## src/rtl/mem_wb_pipe.sv

```systemverilog
// MEM/WB pipeline register with a two-entry skid buffer, forwarding taps and
// a saturating back-pressure counter.
module mem_wb_pipe #(
  parameter int DATA_W   = 32,
  parameter int REG_AW   = 5,
  parameter int CTRL_W   = 2,
  parameter int STALL_CW = 8
) (
  input  logic                clk,
  input  logic                rst,
  input  logic                flush,
  input  logic                in_valid,
  output logic                in_ready,
  input  logic [CTRL_W-1:0]   WB_in,
  input  logic [DATA_W-1:0]   Read_data_in,
  input  logic [DATA_W-1:0]   ALUresult_in,
  input  logic [REG_AW-1:0]   write_register_in,
  output logic                out_valid,
  input  logic                out_ready,
  output logic [CTRL_W-1:0]   WB_out,
  output logic [DATA_W-1:0]   wb_data,
  output logic [REG_AW-1:0]   write_register_out,
  output logic                fwd_valid,
  output logic [REG_AW-1:0]   fwd_reg,
  output logic [DATA_W-1:0]   fwd_data,
  output logic [STALL_CW-1:0] stall_cnt
);

  logic                main_valid;
  logic                skid_valid;
  logic [CTRL_W-1:0]   skid_ctrl;
  logic [DATA_W-1:0]   skid_data;
  logic [REG_AW-1:0]   skid_reg;
  logic [DATA_W-1:0]   in_data;
  logic                accept;
  logic                consume;

  // Write-back mux is resolved on entry so both slots hold the final value.
  assign in_data   = WB_in[0] ? Read_data_in : ALUresult_in;
  assign in_ready  = !skid_valid;
  assign out_valid = main_valid;
  assign accept    = in_valid && in_ready;
  assign consume   = main_valid && out_ready;

  assign fwd_valid = main_valid && WB_out[1] && (write_register_out != '0);
  assign fwd_reg   = write_register_out;
  assign fwd_data  = wb_data;

  always_ff @(posedge clk) begin
    if (rst) begin
      main_valid         <= 1'b0;
      skid_valid         <= 1'b0;
      WB_out             <= '0;
      wb_data            <= '0;
      write_register_out <= '0;
      skid_ctrl          <= '0;
      skid_data          <= '0;
      skid_reg           <= '0;
    end else if (flush) begin
      main_valid <= 1'b0;
      skid_valid <= 1'b0;
    end else if (consume) begin
      if (skid_valid) begin
        WB_out             <= skid_ctrl;
        wb_data            <= skid_data;
        write_register_out <= skid_reg;
        skid_valid         <= 1'b0;
      end else if (accept) begin
        WB_out             <= WB_in;
        wb_data            <= in_data;
        write_register_out <= write_register_in;
      end else begin
        main_valid <= 1'b0;
      end
    end else if (accept) begin
      if (!main_valid) begin
        WB_out             <= WB_in;
        wb_data            <= in_data;
        write_register_out <= write_register_in;
        main_valid         <= 1'b1;
      end else begin
        skid_ctrl  <= WB_in;
        skid_data  <= in_data;
        skid_reg   <= write_register_in;
        skid_valid <= 1'b1;
      end
    end
  end

  // Counts stalled cycles regardless of flush; pins at all-ones.
  always_ff @(posedge clk) begin
    if (rst) begin
      stall_cnt <= '0;
    end else if (main_valid && !out_ready && (stall_cnt != '1)) begin
      stall_cnt <= stall_cnt + 1'b1;
    end
  end

endmodule

```

## config.mk

```make
export PLATFORM = sky130hd
export DESIGN_NAME = mem_wb_pipe
export DESIGN_NICKNAME = d
export VERILOG_FILES = /design/src/rtl/mem_wb_pipe.sv
export SDC_FILE = /design/constraint.sdc
export NUM_CORES = 1
export LEC_CHECK = 0
export BUFFER_PORTS_ARGS = -buffer_cell sky130_fd_sc_hd__buf_4
export CAP_MARGIN = 15
export CORE_MARGIN = 3
export CORE_UTILIZATION = 45
export DETAILED_ROUTE_END_ITERATION = 10
export PLACE_DENSITY = 0.74
export SYNTH_ARGS = -nofsm -noshare
export SYNTH_HDL_FRONTEND = slang
export SYNTH_SLANG_ARGS = --single-unit
```

## constraint.sdc

```tcl
create_clock -name clk -period 1.6 [get_ports clk]
set_input_delay 0.32 -clock clk [delete_from_list [all_inputs] [get_ports clk]]
set_output_delay 0.32 -clock clk [all_outputs]
set_load 0.01 [all_outputs]
```

# Word-level counts from Yosys, hierarchy flattened
# Cells that the tools add are included.
[word_totals]
register_bits = 88
in_bits = 76
output_inout_bits = 87
wordCells = 53
[op_classes]
n_addsub = 1
n_eq_ne = 4
mux = 20
bitwise_logic = 2
n_reduce_logical = 17
[op_table]
columns = ["op", "count"]
rows = [
  ["$mux 32", 6],
  ["$mux 5", 5],
  ["$mux 2", 5],
  ["$add 8x1->8 const B", 1],
  ["$ne 8x8->1 const B", 1],
  ["$reduce_and 4->1", 2],
  ["$logic_and 1x1->1", 6],
  ["$reduce_bool 5->1", 1],
  ["$mux 1", 4],
  ["$ne 2x2->1 const B", 2],
  ["$reduce_bool 2->1", 2],
  ["$reduce_and 3->1", 1],
  ["$reduce_or 3->1", 1],
  ["$logic_not 1->1", 2],
  ["$ne 2x1->1 const B", 1],
  ["$not 1->1", 2],
  ["$reduce_and 2->1", 1],
  ["$reduce_or 2->1", 1],
]

# Longest topological paths before layout
# Gate-level depths: netlist of run 1.
[logic_depth]
word_depth = 5
mapped_depth = 7
ltp_nobuf = 5

# Worst setup path before layout of run 1
# Ideal clock, no wire load.
[synth_path]
kind = "register to register"
start = "reg main_valid (netlist: out_valid)"
end = "reg write_register_out[4] (netlist: fwd_reg[4])"
setup_ns = 0.088
t_arrival_ns = 1.386
required_ns = 1.512
setup_slack_ns = 0.126
path_stages_with_launch = 8
path_buffers = 3
synth_period_minus_slack_ns = 1.474
cell_sequence = "dfxtp_1 > buf_4 > nand2_1 > a211oi_2 > buf_4 > buf_6 > nor2_1 > a311oi_2"
[synth_via]
elab_chain_len = 3
word_cells_on_any_way = 5
cone_classes = "eq/ne: 1; mux: 1; reduce/logical: 3"
[synth_rtl]
columns = ["item", "line", "rtl"]
rows = [
  ["from (decl)", "29", "logic main_valid;"],
  ["from (signal assigned)", "51", "main_valid <= 1'b0;"],
  ["from (signal assigned)", "60", "main_valid <= 1'b0;"],
  ["from (signal assigned)", "73", "main_valid <= 1'b0;"],
  ["$logic_and 1x1->1", "43", "assign consume = main_valid && out_ready;"],
  ["$ne 2x1->1 (no line) / $reduce_bool 2->1 (equally long branches)", "--", ""],
  ["$reduce_and 4->1 (no line)", "--", ""],
  ["to (signal assigned)", "66", "write_register_out <= skid_reg;"],
  ["to (signal assigned)", "71", "write_register_out <= write_register_in;"],
  ["to (signal assigned)", "79", "write_register_out <= write_register_in;"],
  ["to (decl)", "22", "output logic [REG_AW-1:0] write_register_out,"],
]
# Several ways; a longest one is shown, not always the timed one.
# A chain may end at the register's enable or synchronous reset.

# Final worst setup path of run 1
[layout_path]
start = "reg write_register_out[1] (netlist: fwd_reg[1])"
end = "out fwd_valid"
[layout_via]
elab_chain_len = 2
[layout_rtl]
columns = ["item", "line", "rtl"]
rows = [
  ["$reduce_bool 5->1", "45", "assign fwd_valid = main_valid && WB_out[1] && (write_register_out != '0);"],
  ["$logic_and 1x1->1", "45", ""],
  ["to (decl)", "23", "output logic fwd_valid,"],
]
# Every way passes these cells.

==> results of run 1 <==
## worst register-to-register path: stages, from the launching register on
cell,delay [ns]
sky130_fd_sc_hd__dfxtp_2,0.35
sky130_fd_sc_hd__nand2b_4,0.18
sky130_fd_sc_hd__a211oi_4,0.37
sky130_fd_sc_hd__buf_4,0.17
sky130_fd_sc_hd__buf_2,0.17
sky130_fd_sc_hd__buf_4,0.13
sky130_fd_sc_hd__a311oi_2,0.07
## power by group through the flow
stage / registers [mW] / logic [mW] / clock network, mW
6_report: 2.32 / 0.813 / 1.71
5_1_grt: 2.33 / 0.882 / 1.86
4_1_cts: 2.32 / 0.812 / 1.76
3_5_place_dp: 2.37 / 0.803 / 0
3_3_place_gp: 2.37 / 0.785 / 0
2_1_floorplan: 2.39 / 0.434 / 0
## metrics by stage
| stage | TNS (ns) | std cells | setup slack, ns |
|---|---|---|---|
| 6_report | -0.188 | 749 | -0.188 |
| 4_1_cts | -0.202 | 746 | -0.202 |
| 3_5_place_dp | 0 | 728 | 0.0122 |
| 2_1_floorplan | 0 | 491 | 0.126 |
| 5_1_grt | -0.253 | 749 | -0.229 |
| 3_3_place_gp | 0 | 728 | 0.0456 |
## metal layers
| metal | GRT usage | vias to the layer above |
|---|---|---|
| li1 | - | 1923 |
| met1 | 0.234 | 1785 |
| met4 | 0.0627 | 0 |
| met3 | 0.0472 | 7 |
| met2 | 0.335 | 138 |
| met5 | 0 | - |
## cells by family after synthesis
logic type      count (synthesis)  share of synthesized area
simple gates                  161                      0.174
buf+inv                        79                      0.116
xor+xnor                        1                    0.00201
mux                            33                     0.0760
fa+ha+maj                       1                    0.00287
compound gates                128                      0.225
flops                          88                      0.404
## layout by cell type, fill, tap and decap left out, drive strengths merged, types with 2 or more instances in the layout
cell	n
a211oi	37
a21oi	45
a311oi	9
and3	2
buf	189
bufinv	2
clkbuf	10
clkinv	2
dfxtp	88
inv	4
mux2i	32
nand2	33
nand2b	36
nand3	4
nor2	77
nor2b	2
nor3	3
o21ai	2
o22ai	32
or3	2
## final cells by class
| type | count | share of cell area |
|---|---|---|
| well taps | 129 | 0.0278 |
| multi-input cells | 324 | 0.362 |
| inverters | 3 | 0.00194 |
| clock inverters | 6 | 0.0155 |
| repair buffers | 189 | 0.265 |
| flip-flops and latches | 88 | 0.304 |
| clock buffers | 10 | 0.0237 |
## worst max path at each step
stage / end / slack [ns] / depth (start not counted)
6_report: fwd_valid / -0.19 / 3
5_1_grt: fwd_valid / -0.23 / 3
4_1_cts: fwd_valid / -0.20 / 3
3_5_place_dp: skid_data[23]$_SDFFE_PP0P_ / 0.01 / 6
3_3_place_gp: fwd_reg[4]$_SDFFE_PP0P_ / 0.05 / 5
2_1_floorplan: fwd_reg[4]$_SDFFE_PP0P_ / 0.13 / 7
## timing repair
action	4_1_cts	5_1_grt
pin swaps	1	2
endpoints found under the setup margin	3	12
cloned	0	1
gates resized for setup	4	4
setup buffers	2	2
==> parameters.txt, run 1 <==
Parameter                              Value

Run status
  Outcome    complete, but fails checks
  Violated checks    negative setup slack

Critical path
  Setup slack, reg-to-reg    0.04 ns
  Worst setup EP type    primary output
  CP top delay family    simple AND/OR/NAND/NOR gates
  Arrival time reported for the critical path endpoint    ~1.5 ns
  Critical Path Fanout Max    2
  Biggest cell delay along the critical path    approximately 0.37 ns
  Sequence of cells on the critical path    or3_1 > o311a_1 > buf_6
  Terminus of the critical flop-to-flop path    fwd_reg[4]$_SDFFE_PP0P_
  Endpoint required time on the critical path    around 1.3 ns
  Buffer and inverter count on the worst path    1
  Worst Setup SP    fwd_reg[1]$_SDFFE_PP0P_
  Slowest cell on crit path    sky130_fd_sc_hd__or3_1
  Start of the worst register-to-register path    skid_valid$_SDFFE_PP0P_
  Worst Setup Path Type    reg -> out
  Worst Reg2Reg Path Length in Cells    6
  Worst Setup Start Kind    flop

Die
  X dimension of the die    about 100 um
  Core region area    9330 sq um
  Total Die Area    10900 sq um
  Core Rows    35
  DIE HEIGHT    about 100 um
  Ports    approximately 160
  Initial core utilization    0.468

Place
  Hpwl dp    slightly below 8000 um
  Final GP Congestion    ~0.80
  Post-DP Area    between 5000 and 6000 sq um
  Number of I/O port buffers    approximately 160

Yosys
  Area contributors post-synth    sky130_fd_sc_hd__dfxtp_1 (40%), sky130_fd_sc_hd__a211oi_2 (9.2%), sky130_fd_sc_hd__mux2i_1 (7.3%), sky130_fd_sc_hd__buf_4 (7.2%), sky130_fd_sc_hd__nor2_1 (6.6%)
  Proportion of netlist area held by the largest area contributor    0.404
  Most used standard cell by instance count after synthesis    sky130_fd_sc_hd__dfxtp_1
  Prevailing post-synth register cell    sky130_fd_sc_hd__dfxtp_1
  Count of unique library cells instantiated by Yosys    34
  Part of the Yosys area used for sequential elements    0.404
  Syn nets    568
  Synthesized area per cell    roughly 8.9 sq um
  Number of synthesis warnings    0
  Post-Synthesis Cells    slightly below 500
  Most frequent cells after synthesis    sky130_fd_sc_hd__dfxtp_1 (88), sky130_fd_sc_hd__nor2_1 (77), sky130_fd_sc_hd__a21oi_1 (45), sky130_fd_sc_hd__buf_4 (42), sky130_fd_sc_hd__nand2b_1 (34)
  Cell area after technology mapping    4370 sq um
  Flip-flop and latch count after synthesis    88
  Cell taking the most area after synthesis    sky130_fd_sc_hd__dfxtp_1
  FFs w/ async S/R, synth    0
  Number of synthesized flops with an enable pin    0

Global route
  First-pass GRT wire length    17700 um
  Pin count of the biggest net entering global routing    35
  Overall overflow remaining after global route    0
  Number of antenna violations at the first check in global routing    0
  Number of global-route vias before repair    about 3.8k
  Global Route Usage Sum    0.193

Route
  DR top layer    met4
  First-iteration detailed-routing DRC count    ~130
  Detailed-route wire length per cell    14.6 um
  Detailed-route via count    roughly 3.9k
  Number of vias per cell    ~5
  Overall routed net length    ~11000 um
  Number of antenna-violating nets in the routed design    0
  Met3 WL post-DR    733 um
  Residual DRC count    0
  Met1 Wirelength    around 4700 um
  Drt pass-1 iters    4
  Met2 routed WL    about 5400 um

Cells and area
  Layout-stage area growth over the synthesis result    33.2%
  Number of fill cells in the layout    just under 800
  Number of nets in the finished design    692
  Share of the core filled with cells in the final layout    0.623
  Footprint of the multi-input gates    2100 sq um
  Flip-flop and latch area    roughly 1800 sq um
  Fraction of layout cells with a size suffix above 1    0.402
  # diodes    0
  Design Area, Final    approximately 5800 sq um

STA
  Final-report setup violation count    1
  Number of hold violations in the final report    0
  Final period utilization    1.12
  Top achievable clock speed    ~560 MHz
  Worst slack on hold paths    between 0.2 and 0.25 ns
  Post-route worst setup slack    -0.188 ns
  Final max-slew violation count    0
  Period minus WS final    around 1.8 ns
  Transition at the pin with the smallest max-transition slack    ~0.34 ns
  Worst relative slew slack    0.766
  Post-route clock skew    0.0181 ns
  Unrepaired setup endpoints after global routing    yes

Hold path
  Terminating pin of the worst hold path    out_valid$_SDFFE_PP0P_
  Hold WC Path Type    in -> reg
  Count of cells along the worst hold path    2
  Worst Min Path Start    flush

Power
  Part of the total power dissipated in sequential elements    0.479
  VDD IR-drop max    about 0.52 mV
  Switching power as a share of total power    0.251
  Cell-internal power    around 3.6 mW
  Static leakage power    roughly 2.4 nW
  Net switching power figure    between 1 and 1.5 mW
  Overall Power    4.85 mW
  Pwr Density    834 nW/um^2
  Part of the power in combinational logic    0.168
  Share of power burned in the clock network    0.353

Clock tree
  CTS tree    built
  Clock-pin slew reported for the worst setup and hold paths after clock tree synthesis    approximately 0.09 ns
  Number of hold buffers added after CTS    0
  TritonCTS Sinks    88
  Clock root buffer    sky130_fd_sc_hd__clkbuf_8
  Number of buffers on the longest clock path    2
  H-tree depth reported by CTS    3
  Clock buffers created by TritonCTS    9
  Worst skew pair latency    0.34 ns

Run
  Total of max-cap violations    0
(Power assumes the default switching activity.)
==> run 2, diff against run 1 <==
- SKIP_LAST_GASP: default -> 1
==> run 2 against run 1 <==
Clock power about the same. Count of clock-buffer cells in the layout did not move. Critical endpoint unchanged. Clock skew increased by 0.00054 ns. Largest power group unchanged. The run still ends with negative setup slack left. Total power barely moved. Core utilization is essentially flat. Fmax is 0.25% higher. Sequential share of layout area is essentially flat.
==> parameters.txt, run 2 (synthesis gave the netlist of run 1 again) <==
Parameter                              Value

STA
  Worst slack on hold paths    0.204 ns (-0.00312 ns)
  Transition at the pin with the smallest max-transition slack    0.347 ns (+0.00451 ns)
  Unrepaired setup endpoints after global routing    yes
  Final period utilization    1.11 (-0.00284)
  Final max-slew violation count    0 (unchanged)
  Number of hold violations in the final report    0 (unchanged)
  Final-report setup violation count    1 (unchanged)
  Worst relative slew slack    0.763 (-0.00309)
  Final sum of negative setup slack    -0.184 ns (+0.00455 ns)
  Post-route worst setup slack    -0.184 ns (+0.00455 ns)
  Period minus WS final    1.78 ns (-0.00455 ns)
  Top achievable clock speed    561 MHz (+0.25%)
  Post-route clock skew    0.0186 ns (+0.000536 ns)

Global route
  Number of antenna violations at the first check in global routing    0 (unchanged)
  Pin count of the biggest net entering global routing    35 (unchanged)
  Global Route Usage Sum    0.193 (about the same)
  First-pass GRT wire length    17600 um (about the same)
  Number of global-route vias before repair    3789 (-0.053%)
  Overall overflow remaining after global route    0 (unchanged)

Die
  Initial core utilization    0.468 (unchanged)
  X dimension of the die    104 um (unchanged)
  DIE HEIGHT    104 um (unchanged)
  Ports    163 (unchanged)
  Core Rows    35 (unchanged)
  Core region area    9330 sq um (unchanged)
  Total Die Area    10900 sq um (unchanged)

Route
  Number of antenna-violating nets in the routed design    0 (unchanged)
  Residual DRC count    0 (unchanged)
  Detailed-route via count    3877 (+0.62%)
  Overall routed net length    10900 um (+0.14%)
  Detailed-route wire length per cell    14.6 um (+0.14%)
  First-iteration detailed-routing DRC count    130 (-0.76%)
  Number of vias per cell    5.18 (+0.62%)
  Drt pass-1 iters    5 (+1)

Place
  Setup slack after placement    0.0122 ns (unchanged)
  Final GP Congestion    0.797 (unchanged)
  Number of I/O port buffers    162 (unchanged)
  Hpwl dp    7900 um (unchanged)

Cells and area
  Top library cells by usage in the layout, fill and taps aside    sky130_fd_sc_hd__buf_4 (177), sky130_fd_sc_hd__dfxtp_1 (83), sky130_fd_sc_hd__nor2_1 (77), sky130_fd_sc_hd__a21oi_1 (45), sky130_fd_sc_hd__nand2b_1 (34)
  Number of nets in the finished design    692 (unchanged)
  Layout-stage area growth over the synthesis result    33.1% (about the same)
  Commonest non-fill, non-tap cell in the layout    sky130_fd_sc_hd__buf_4
  Share of the core filled with cells in the final layout    0.623 (about the same)
  Number of fill cells in the layout    781 (-0.38%)
  Fraction of layout cells with a size suffix above 1    0.402 (unchanged)
  # diodes    0 (unchanged)

Clock tree
  Clock root buffer    sky130_fd_sc_hd__clkbuf_8
  TritonCTS Sinks    88 (unchanged)
  H-tree depth reported by CTS    3 (unchanged)
  CTS tree    built
  Clock buffers created by TritonCTS    9 (unchanged)
  Number of buffers on the longest clock path    2 (unchanged)
  Worst skew pair latency    0.34 ns (about the same)
  Clock-pin slew reported for the worst setup and hold paths after clock tree synthesis    0.10 ns (about the same)

Critical path
  Worst Reg2Reg Path Length in Cells    6 (unchanged)
  Worst Setup Start Kind    flop
  Terminus of the critical flop-to-flop path    fwd_reg[4]$_SDFFE_PP0P_
  Endpoint required time on the critical path    1.28 ns (about the same)
  Start of the worst register-to-register path    skid_valid$_SDFFE_PP0P_
  Critical Path Fanout Max    2 (unchanged)
  Worst Setup Path Type    reg -> out
  Worst setup EP type    primary output
  Setup slack, reg-to-reg    0.03 ns (about the same)
  Arrival time reported for the critical path endpoint    1.46 ns (about the same)

Hold path
  Hold WC Path Type    in -> reg
  Worst Min Path Start    flush
  Count of cells along the worst hold path    2 (unchanged)
  Terminating pin of the worst hold path    out_valid$_SDFFE_PP0P_

Power
  Pwr Density    834 nW/um^2 (about the same)
  VDD IR-drop max    0.524 mV (about the same)
  Static leakage power    2.44 nW (about the same)
  Overall Power    4.85 mW (about the same)

Run status
  Violated checks    negative setup slack
  Outcome    complete, but fails checks

Run
  Total of max-cap violations    0 (unchanged)
-- run 2: per-stage QoR --
step | cell area (sq um) | cells
finish | 5810 | 749
global route | 5810 | 749
CTS | 5780 | 746
detailed placement | 5530 | 728
global placement | 5530 | 728
floorplan | 4370 | 491
-- run 2: where the power goes --
| part | internal [mW] | switching [mW] |
|---|---|---|
| clock network | 0.928 | 0.783 |
| logic | 0.437 | 0.376 |
| registers | 2.26 | 0.0592 |
| total | 3.63 | 1.22 |
-- run 2: timing repair --
item | 4_1_cts | 5_1_grt
cloned | 0 | 1
hold buffers | 0 | 0
resized for setup | 3 | 4
setup endpoints to repair | 3 | 12
buffers inserted | 2 | 2
pin swaps | 1 | 2
-- run 2: cell type report --
cell class / instances / area, sq um / share of cell area
flip-flops and latches: 88 / 1770 / 0.304
inverters: 3 / 11.3 / 0.00194
well taps: 129 / 161 / 0.0278
multi-input cells: 324 / 2100 / 0.362
clock inverters: 6 / 90.1 / 0.0155
repair buffers: 189 / 1540 / 0.264
clock buffers: 10 / 138 / 0.0237
-- run 2: per-layer routing --
layer	vias to the layer above	routed length [um]	share of wire	global-route usage
met5	-	0	0	0
met4	0	116	0.011	0.0627
met3	9	730	0.067	0.0466
met2	136	5440	0.50	0.335
met1	1806	4650	0.43	0.234
li1	1926	-	-	-
-- run 2: worst max path at each step --
stage | slack, ns | endpoint | depth (start not counted) | from
final | -0.18 | fwd_valid | 3 | fwd_reg[1]$_SDFFE_PP0P_
after global routing | -0.24 | fwd_valid | 3 | fwd_reg[1]$_SDFFE_PP0P_
after CTS | -0.21 | fwd_valid | 3 | fwd_reg[1]$_SDFFE_PP0P_
after detailed placement | 0.01 | skid_data[23]$_SDFFE_PP0P_ | 6 | out_ready
after global placement | 0.05 | fwd_reg[4]$_SDFFE_PP0P_ | 5 | out_valid$_SDFFE_PP0P_
after floorplan | 0.13 | fwd_reg[4]$_SDFFE_PP0P_ | 7 | out_valid$_SDFFE_PP0P_
-- run 2: critical path: stages (launching register included) --
cell,delay [ns]
sky130_fd_sc_hd__dfxtp_2,0.33
sky130_fd_sc_hd__or3_1,0.37
sky130_fd_sc_hd__o311a_1,0.29
sky130_fd_sc_hd__buf_4,0.14
==> run 3, diff against run 2 <==
- CORE_UTILIZATION: 45 -> 50
- PLACE_DENSITY: 0.74 -> 0.81
==> run 3 against run 2 <==
The run still ends with negative setup slack left. Via count grew 0.36%. Register-to-register slack gained 0.04 ns. Critical endpoint unchanged. Worst setup slack lost 0.028 ns. Worst hold slack gained 0.0025 ns. Sequential cell count is the same. Global-route usage grew 2.2 points. Sequential share of layout area grew 0.22 points. Non-clock buffer count shrank 3. Cell count shrank 3.9%. Core utilization grew 6.7 points. First-iteration DRC count grew 8.5%.
==> parameters.txt, run 3 (synthesis gave the netlist of run 1 again) <==
Parameter                              Value

Global route
  Global Route Usage Sum    0.214 (+0.0215)
  Pin count of the biggest net entering global routing    40 (+14%)
  First-pass GRT wire length    17500 um (-1.1%)
  Overall overflow remaining after global route    0 (unchanged)
  Number of antenna violations at the first check in global routing    0 (unchanged)
  Number of global-route vias before repair    3748 (-1.1%)

Die
  Core region area    8340 sq um (-11%)
  DIE HEIGHT    99.4 um (-4.8%)
  Ports    163 (unchanged)
  Total Die Area    9890 sq um (-9.4%)
  X dimension of the die    99.4 um (-4.8%)
  Core Rows    33 (-5.7%)
  Initial core utilization    0.523 (+0.0554)

STA
  Worst relative slew slack    0.745 (-0.0179)
  Transition at the pin with the smallest max-transition slack    0.373 ns (+0.0261 ns)
  Post-route worst setup slack    -0.212 ns (-0.0284 ns)
  Post-route clock skew    0.0107 ns (-0.00787 ns)
  Top achievable clock speed    552 MHz (-1.6%)
  Worst slack on hold paths    0.207 ns (+0.00250 ns)
  Final period utilization    1.13 (+0.0178)
  Final-report setup violation count    1 (unchanged)
  Number of hold violations in the final report    0 (unchanged)
  Final max-slew violation count    0 (unchanged)
  Unrepaired setup endpoints after global routing    yes
  Period minus WS final    1.81 ns (+0.0284 ns)

Critical path
  Biggest cell delay along the critical path    0.38 ns (about the same)
  CP top delay family    simple AND/OR/NAND/NOR gates
  Arrival time reported for the critical path endpoint    1.49 ns (+0.03 ns)
  Worst setup EP type    primary output
  Endpoint required time on the critical path    1.28 ns (about the same)
  Slowest cell on crit path    sky130_fd_sc_hd__or3_4
  Worst Setup Path Type    reg -> out
  Levels on crit path    3 (unchanged)
  Worst Reg2Reg Path Length in Cells    5 (-1)
  Worst Setup Start Kind    flop
  Sequence of cells on the critical path    or3_4 > o311a_1 > buf_4
  Buffer and inverter count on the worst path    1 (unchanged)
  Critical Path Fanout Max    2 (unchanged)

Cells and area
  Fraction of layout cells with a size suffix above 1    0.392 (-0.00974)
  Commonest non-fill, non-tap cell in the layout    sky130_fd_sc_hd__buf_4
  Number of nets in the finished design    689 (-0.43%)
  Number of standard cells in the final layout excluding fillers    720 (-3.9%)
  Top library cells by usage in the layout, fill and taps aside    sky130_fd_sc_hd__buf_4 (175), sky130_fd_sc_hd__dfxtp_1 (86), sky130_fd_sc_hd__nor2_1 (77), sky130_fd_sc_hd__a21oi_1 (45), sky130_fd_sc_hd__nand2b_1 (34)
  # diodes    0 (unchanged)
  Layout-stage area growth over the synthesis result    31.8%
  Share of the core filled with cells in the final layout    0.690 (+0.0673)

Clock tree
  Number of hold buffers added after CTS    0 (unchanged)
  Clock-pin slew reported for the worst setup and hold paths after clock tree synthesis    0.09 ns (about the same)
  TritonCTS Sinks    88 (unchanged)
  Number of buffers on the longest clock path    2 (unchanged)
  H-tree depth reported by CTS    3 (unchanged)
  CTS tree    built
  Worst skew pair latency    0.34 ns (about the same)
  Clock buffers created by TritonCTS    9 (unchanged)
  Clock root buffer    sky130_fd_sc_hd__clkbuf_8

Route
  First-iteration detailed-routing DRC count    141 (+8.5%)
  Overall routed net length    10900 um (-0.25%)
  Detailed-route via count    3891 (+0.36%)
  Detailed-route wire length per cell    15.2 um (+3.8%)
  Number of vias per cell    5.40 (+4.4%)
  Residual DRC count    0 (unchanged)
  Drt pass-1 iters    4 (-1)
  Number of antenna-violating nets in the routed design    0 (unchanged)

Place
  Hpwl dp    7830 um (-0.85%)
  Final GP Congestion    0.878 (+10%)
  Total instance count after detailed placement    702 (-3.6%)
  Number of I/O port buffers    162 (unchanged)

Run status
  Outcome    complete, but fails checks
  Violated checks    negative setup slack

Hold path
  Count of cells along the worst hold path    2 (unchanged)
  Hold WC Path Type    in -> reg

Run
  Total of max-cap violations    0 (unchanged)

Power
  VDD IR-drop max    0.547 mV (+4.4%)
  Static leakage power    2.42 nW (-0.90%)
  Pwr Density    831 nW/um^2 (-0.43%)
## run 3: stage by stage
step                setup WS, ns  cell area [sq um]  TNS, ns  power (mW)
floorplan                  0.126               4370        0        2.82
global placement          0.0975               5490        0        3.15
detailed placement       0.00170               5490        0        3.17
CTS                       -0.227               5710   -0.227        4.82
global route              -0.271               5760   -0.287        4.98
finish                    -0.212               5760   -0.212        4.78
## run 3: area by class of cell
cell class | count | area [sq um]
fillers | 685 | 2580
flip-flops and latches | 88 | 1760
repair buffers | 186 | 1530
multi-input cells | 324 | 2110
well taps | 105 | 131
inverters | 3 | 11.3
clock buffers | 11 | 141
clock inverters | 3 | 67.6
## run 3: worst register-to-register path, delay by kind of cell (launching register included)
family,cells,cell delay (ns)
buf+inv,1,0.21
simple gates,2,0.30
flops,1,0.36
compound gates,2,0.57
## run 3: layer usage
metal	track usage	vias to the layer above	wire, um	share of wire
met2	0.364	161	5420	0.50
met4	0.0777	0	151	0.014
met5	0	-	0	0
met1	0.271	1795	4530	0.42
met3	0.0421	14	810	0.074
li1	-	1921	-	-
## run 3: final timing paths
check / slack (ns) / to / startpoint
setup / recovery: -0.21 / fwd_valid / fwd_reg[0]$_SDFFE_PP0P_
hold / removal: 0.21 / out_valid$_SDFFE_PP0P_ / flush
setup reg to reg: 0.07 / fwd_data[9]$_SDFFE_PP0P_ / skid_valid$_SDFFE_PP0P_
hold reg to reg: 0.46 / skid_reg[2]$_SDFFE_PP0P_ / skid_reg[2]$_SDFFE_PP0P_
## run 3: power breakdown
| part | total, mW | switching [mW] | internal (mW) |
|---|---|---|---|
| combinational | 0.816 | 0.375 | 0.441 |
| clock | 1.64 | 0.734 | 0.907 |
| sequential | 2.32 | 0.0623 | 2.26 |
## run 3: timing repair
action / in CTS / in global routing
resized for setup: 3 / 1
buffers inserted: 1 / 2
endpoints found under the setup margin: 6 / 13
pin swaps: 0 / 1
cloned: 0 / 1
